$ cat src/rtl/ram_arbiter_2p.sv
// Two-requester round-robin arbiter in front of a single-port RAM.
// Each granted access takes IDLE -> ACCESS -> RESP, with a one-cycle ack in RESP.
module ram_arbiter_2p #(
   parameter int unsigned ADDR_W = 8,
   parameter int unsigned DATA_W = 32
) (
   input  logic              clk,
   input  logic              rst_n,
   input  logic              req_a,
   input  logic              req_b,
   input  logic              we_a,
   input  logic              we_b,
   input  logic [ADDR_W-1:0] addr_a,
   input  logic [ADDR_W-1:0] addr_b,
   input  logic [DATA_W-1:0] wdata_a,
   input  logic [DATA_W-1:0] wdata_b,
   output logic              ack_a,
   output logic              ack_b,
   output logic [DATA_W-1:0] rdata_a,
   output logic [DATA_W-1:0] rdata_b,
   output logic              busy,
   output logic [ADDR_W-1:0] ram_addr,
   output logic [DATA_W-1:0] ram_in,
   output logic              ram_wr,
   input  logic [DATA_W-1:0] ram_out
);

   typedef enum logic [1:0] {IDLE, ACCESS, RESP} state_e;

   state_e              state_q, state_d;
   logic                owner_q, owner_d;   // 1 = B owns the transaction
   logic                last_q, last_d;     // 1 = B was served last
   logic                we_q, we_d;
   logic [ADDR_W-1:0]   addr_q, addr_d;
   logic [DATA_W-1:0]   wdata_q, wdata_d;
   logic                ram_wr_q, ram_wr_d;
   logic                ack_a_q, ack_a_d;
   logic                ack_b_q, ack_b_d;
   logic                busy_q, busy_d;
   logic [DATA_W-1:0]   rdata_a_q, rdata_a_d;
   logic [DATA_W-1:0]   rdata_b_q, rdata_b_d;
   logic                grant_b_c;

   // B wins when alone, or on a tie when A was served last
   assign grant_b_c = req_b && (!req_a || !last_q);

   always_ff @(posedge clk or negedge rst_n) begin
      if (!rst_n) begin
         state_q   <= IDLE;
         owner_q   <= 1'b0;
         last_q    <= 1'b1;
         we_q      <= 1'b0;
         addr_q    <= '0;
         wdata_q   <= '0;
         ram_wr_q  <= 1'b0;
         ack_a_q   <= 1'b0;
         ack_b_q   <= 1'b0;
         busy_q    <= 1'b0;
         rdata_a_q <= '0;
         rdata_b_q <= '0;
      end else begin
         state_q   <= state_d;
         owner_q   <= owner_d;
         last_q    <= last_d;
         we_q      <= we_d;
         addr_q    <= addr_d;
         wdata_q   <= wdata_d;
         ram_wr_q  <= ram_wr_d;
         ack_a_q   <= ack_a_d;
         ack_b_q   <= ack_b_d;
         busy_q    <= busy_d;
         rdata_a_q <= rdata_a_d;
         rdata_b_q <= rdata_b_d;
      end
   end

   always_comb begin
      state_d   = state_q;
      owner_d   = owner_q;
      last_d    = last_q;
      we_d      = we_q;
      addr_d    = addr_q;
      wdata_d   = wdata_q;
      ram_wr_d  = 1'b0;
      ack_a_d   = 1'b0;
      ack_b_d   = 1'b0;
      busy_d    = 1'b0;
      rdata_a_d = rdata_a_q;
      rdata_b_d = rdata_b_q;

      case (state_q)
         IDLE: begin
            if (req_a || req_b) begin
               state_d  = ACCESS;
               owner_d  = grant_b_c;
               we_d     = grant_b_c ? we_b    : we_a;
               addr_d   = grant_b_c ? addr_b  : addr_a;
               wdata_d  = grant_b_c ? wdata_b : wdata_a;
               ram_wr_d = grant_b_c ? we_b    : we_a;
               busy_d   = 1'b1;
            end
         end
         ACCESS: begin
            state_d = RESP;
            last_d  = owner_q;
            ack_a_d = !owner_q;
            ack_b_d = owner_q;
            busy_d  = 1'b1;
            if (!we_q) begin
               if (owner_q) rdata_b_d = ram_out;
               else         rdata_a_d = ram_out;
            end
         end
         RESP: begin
            state_d = IDLE;
         end
         default: begin
            state_d = IDLE;
         end
      endcase
   end

   assign ack_a    = ack_a_q;
   assign ack_b    = ack_b_q;
   assign rdata_a  = rdata_a_q;
   assign rdata_b  = rdata_b_q;
   assign busy     = busy_q;
   assign ram_addr = addr_q;
   assign ram_in   = wdata_q;
   assign ram_wr   = ram_wr_q;

endmodule

$ cat config.mk
export PLATFORM = sky130hd
export DESIGN_NAME = ram_arbiter_2p
export DESIGN_NICKNAME = d
export VERILOG_FILES = /design/src/rtl/ram_arbiter_2p.sv
export SDC_FILE = /design/constraint.sdc
export NUM_CORES = 1
export LEC_CHECK = 0
export BUFFER_PORTS_ARGS = -buffer_cell sky130_fd_sc_hd__buf_2
export CAP_MARGIN = 40
export CORE_MARGIN = 4
export CORE_UTILIZATION = 41
export DETAILED_ROUTE_END_ITERATION = 12
export GPL_TIMING_DRIVEN = 1
export PLACE_DENSITY_LB_ADDON = 0.12
export RECOVER_POWER = 25
export SLEW_MARGIN = 10
export SYNTH_ARGS = -nofsm -noshare
export SYNTH_HDL_FRONTEND = slang
export SYNTH_SLANG_ARGS = --single-unit
$ cat constraint.sdc
create_clock -name clk -period 1.4 [get_ports clk]
set_input_delay 0.07 -clock clk [delete_from_list [all_inputs] [get_ports clk]]
set_output_delay 0.07 -clock clk [all_outputs]
set_load 0.005 [all_outputs]
======== Word level (Yosys, flattened, before mapping) ========
Cells that the tools add are included.
storage, ports and cells
  register bits ........................... 113
  input port bits ......................... 118
  output and inout bits ................... 108
  logic and storage cells ................. 37
cells by class
  equal/unequal tests ..................... 2
  muxes and demuxes ....................... 11
  bitwise gates (word level) .............. 2
  reductions and logical operators ........ 10
operator list
  cell                  count
  $mux W32              1
  $mux W8               1
  $mux W1               6
  $reduce_and A3 Y1     2
  $pmux W2 S2           1
  $logic_not A1 Y1      3
  $eq A2 B1 Y1 const B  1
  $logic_not A2 Y1      1
  $logic_or A1 B1 Y1    2
  $mux W2               1
  $ne A2 B2 Y1 const B  1
  $not A1 Y1            2
  $pmux W1 S2           1
  $reduce_and A2 Y1     1
  $logic_and A1 B1 Y1   1

======== Depth between registers and ports, before layout ========
  word-level depth ........................ 6
  gate-level depth with buffers ........... 6
  depth with buffers taken out ............ 4

======== Worst setup path after synthesis ========
No wires, ideal clock.
  kind .................................... reg-to-reg
  start ................................... register state_q[1]
  end ..................................... register rdata_b_q[10] (netlist: rdata_b[10])
  setup time .............................. 125 ps
  data arrival time ....................... 1353 ps
  required time ........................... 1275 ps
  path slack .............................. -78 ps
  cell stages (with the launch flop) ...... 5
  path buffers ............................ 1
  period minus slack after synthesis ...... 1478 ps
  cells stage by stage .................... dfrtp_1 -> nand2b_4 -> nor3b_4 -> buf_6 -> mux2_2
on the way
  longest elaborated chain between the ends .. 2
ends and longest elaborated chain
  what                                RTL line  source
  from (decl)                         30        state_e state_q, state_d;
  from (signal assigned)              62        state_q <= state_d;
  $eq A2 B1 Y1                        91        case (state_q)
  $reduce_and A3 Y1 (no source line)  -
  to (signal assigned)                73        rdata_b_q <= rdata_b_d;
  to (decl)                           41        logic [DATA_W-1:0] rdata_b_q, rdata_b_d;
Every way passes these cells.
A chain may end at the register's enable or synchronous reset.

======== Worst setup path in the final report ========
  start ................................... register state_q[1]
  end ..................................... register rdata_b_q[20] (netlist: rdata_b[20])
Same word-level chain as after synthesis.

==> impl_metrics.tcl <==
set metrics [dict create \
    synthAdderAreaFrac_pct 0 \
    grt_setup_unrepaired "true" \
    setup.worst_path.end_class "flop" \
    cts-root-buf "clkbuf_8" \
    slew_headroom_pct 58.55 \
    yosysMostFrequentCell "dfrtp_1" \
    max_cap_violations 0 \
    clock-sinks 113 \
    ys_async_sr_fraction_pct 100.0 \
    drt_wl_total_mm 15.15 \
    antenna_found_initial 0 \
    timing.critical_path.from_type "flop" \
    yosys_warnings 0 \
    drt_iter0_drc 269 \
    synthesis.area_per_instance_sq_um 11.90 \
    setup_ws_ns -0.08576 \
    vdd.ir_drop.worst_uv 946.3 \
    skew_ns 0.01141 \
    layout.nets 861 \
    ant_nets 0 \
    diodes 0 \
    period_needed_ns 1.486 \
    die_area_sq_um 12930 \
    hold_path_class "primary input to flop" \
    grt_pass1_wl_mm 23.74 \
    die_w_um 113.7 \
    synth_seq_cells 113 \
    cts_tree "yes" \
    viasPerCell 4.994 \
    nFillCells 721 \
    final_max_slew_viol_count 0 \
    path_buf_inv 1 \
    synth_compound_gate_area_share_pct 10.78 \
    cp.arrival_ns 1.85 \
    dp_slack_ns -0.07804 \
    start_util_pct 42.09 \
    synth_top_family_by_area "multiplexers" \
    grt_max_degree 43 \
    crit_family "simple AND/OR/NAND/NOR gates" \
    synthesis.area_sq_um 4583 \
    synth_ff_type "dfrtp_1" \
    grt.overflow.total 0 \
    vias 4470 \
    multi_input_area_sq_um 1718 \
    numCtsBuffers 17 \
    wl_per_cell_um 16.93 \
    cp.required_ns 1.77 \
    yosysTopAreaCell "dfrtp_1" \
    leakage_nw 3.902 \
    fin_cells 895 \
    dr.pass1.iters 6 \
    synth_xor_area_share_pct 0 \
    muxShareOfSynthArea_pct 15.94 \
    post-dp-hpwl_mm 8.691 \
    die_h_um 113.7 \
    dp_cells 741 \
    synth_edf_count 0 \
    synth_fp_nets 503 \
    synth_area_leaders "dfrtp_1 (61%), mux2_2 (15%), nand2_1 (6.6%)" \
    crit_slowest_cell "dfrtp_1" \
    syn_to_final_growth_pct 74.97 \
    yosys.area.top_type_share_pct 61.15 \
    cts_buffer_depth 2 \
    yosys.area_share.simple_pct 8.381 \
    synthTopCellsByCount "dfrtp_1 (112), nand2_1 (81), mux2_2 (62)" \
    cp_max_fo 32 \
    rows 38 \
    critPathKind "flop to flop" \
    grt.total_usage_pct 23.03 \
    max_stage_delay_ns 0.37 \
    ctsHtreeMaxLevel 4 \
    gp_congestion 0.7503 \
    ios 226 \
    coreArea_sq_um 10890 \
    worst_pin_slew_ns 0.6217 \
    path_clk_slew_ns 0.05 \
    port_buffers 225 \
    power.density_nw_per_um2 2119 \
    crit_chain "nand2b_4 -> nor3b_4 -> buf_12 -> mux2_2" \
    fin_crit_sh_pct 106.1 \
    grt_pass1_vias 4742 \
    drive_above_1_share_pct 46.62 \
    clk_latency_ns 0.49 \
    finalHoldViolCount 0 \
    setup_viol 64 \
    violations "negative setup slack" \
    remaining_drc_errors 0 \
    syn_inst 385 \
    ys_seq_area_share_pct 61.73 \
    max_freq_mhz 673.1 \
    status "finished, violations left" \
    regArea_sq_um 2829 \
    ys_types 23 \
]
-- cell families (layout without fill, tap and decap cells) --
family | count (synthesis) | after routing
flip-flops | 113 | 113
AND/OR/NAND/NOR | 91 | 91
AO/OA/AOI/OAI | 86 | 86
multiplexers | 65 | 65
buffers and inverters | 30 | 400
-- registers in the layout, indices dropped and copies added (netlist names) --
signal / flops
owner_q: 1
ram_addr: 8
we_q: 1
rdata_a: 32
busy: 1
rdata_b: 32
ram_wr: 1
ack_b: 1
ram_in: 32
last_q: 1
state_q: 2
ack_a: 1
-- tightest hold or removal path, delay by kind of cell --
family	cells	cell delay, ns
AND/OR/NAND/NOR	3	0.34
buffers and inverters	1	0.09
-- routing by layer --
layer / up-vias / part of all wire (%) / GRT usage [%] / wire [um]
li1: 2062 / - / - / -
met1: 2145 / 40 / 29.22 / 5993
met2: 241 / 50 / 37.81 / 7533
met3: 22 / 9.0 / 6.525 / 1371
met4: 0 / 1.7 / 8.253 / 255
met5: - / 0 / 0 / 0
-- placed cells by master, fill, tap and decap left out, types with 2 or more instances in the layout --
cell type	synthesis	final
buf_16	0	2
a21oi_1	42	42
dfrtp_1	112	112
clkbuf_16	0	19
buf_12	0	5
nor2_1	5	4
clkinv_2	0	3
mux2_1	2	2
buf_4	0	10
clkbuf_2	0	3
mux2_2	62	40
mux2_4	0	22
a31oi_1	40	40
dlygate4sd3_1	0	115
bufinv_16	0	5
clkbuf_8	0	3
buf_6	3	2
buf_8	0	2
buf_2	8	224
nand2_1	81	80
clkinv_4	0	3
clkbuf_1	17	2
-- stage by stage --
| stage | area, sq um | utilization [%] | power, W | setup TNS [ns] | hold slack [ns] |
|---|---|---|---|---|---|
| after global routing | 8019 | 73.65 | 0.01803 | -7.049 | 0.09411 |
| after detailed placement | 5993 | 55.04 | 0.01134 | -2.550 | 0.001857 |
| final | 8019 | 73.65 | 0.01699 | -4.023 | 0.06728 |
| after CTS | 7943 | 72.95 | 0.01671 | -3.651 | 0.02130 |
| after floorplan | 4591 | - | 0.008558 | -1.809 | -0.2256 |
| after global placement | 5993 | 55.04 | 0.01118 | -2.281 | -0.002273 |
-- report_power, final --
| group | switching, W | internal [W] | leakage (nW) | total, W |
|---|---|---|---|---|
| combinational | 0.00289 | 0.00368 | 2.26 | 0.00657 |
| clock | 0.00142 | 0.00315 | 0.312 | 0.00458 |
| sequential | 0.000911 | 0.00493 | 1.33 | 0.00584 |
-- final timing paths --
check / from / endpoint / slack, ns / depth (start not counted)
min: req_b / ram_wr$_DFF_PN0_ / 0.07 / 4
min reg2reg: rdata_a[6]$_DFFE_PN0P_ / rdata_a[6]$_DFFE_PN0P_ / 0.48 / 1
max: state_q[1]$_DFFE_PN0P_ / rdata_b[20]$_DFFE_PN0P_ / -0.09 / 4
max in group asynchronous: rst_n / ram_in[20]$_DFFE_PN0P_ / 0.25 / 3
max reg2reg: state_q[1]$_DFFE_PN0P_ / rdata_b[20]$_DFFE_PN0P_ / -0.09 / 4
min in group asynchronous: rst_n / rdata_b[9]$_DFFE_PN0P_ / 0.13 / 2
-- timing repair --
| item | 4_1_cts | 5_1_grt |
|---|---|---|
| gates cloned | 3 | 3 |
| setup buffers | 1 | 1 |
| pin swaps | 0 | 2 |
| gates resized for setup | 26 | 10 |
| setup endpoints to repair | 84 | 105 |
| hold buffers | 115 | 0 |
| endpoints found under the hold margin | 219 | 0 |
-- final cells by class --
class	instances	area share, %
well taps	140	2.184
clock buffers	21	5.602
clock inverters	10	2.278
inverters	2	0.1560
multi-input cells	242	21.42
repair buffers	367	33.08
flip-flops and latches	113	35.28
No activity file was read; power rests on OpenSTA's default activity.
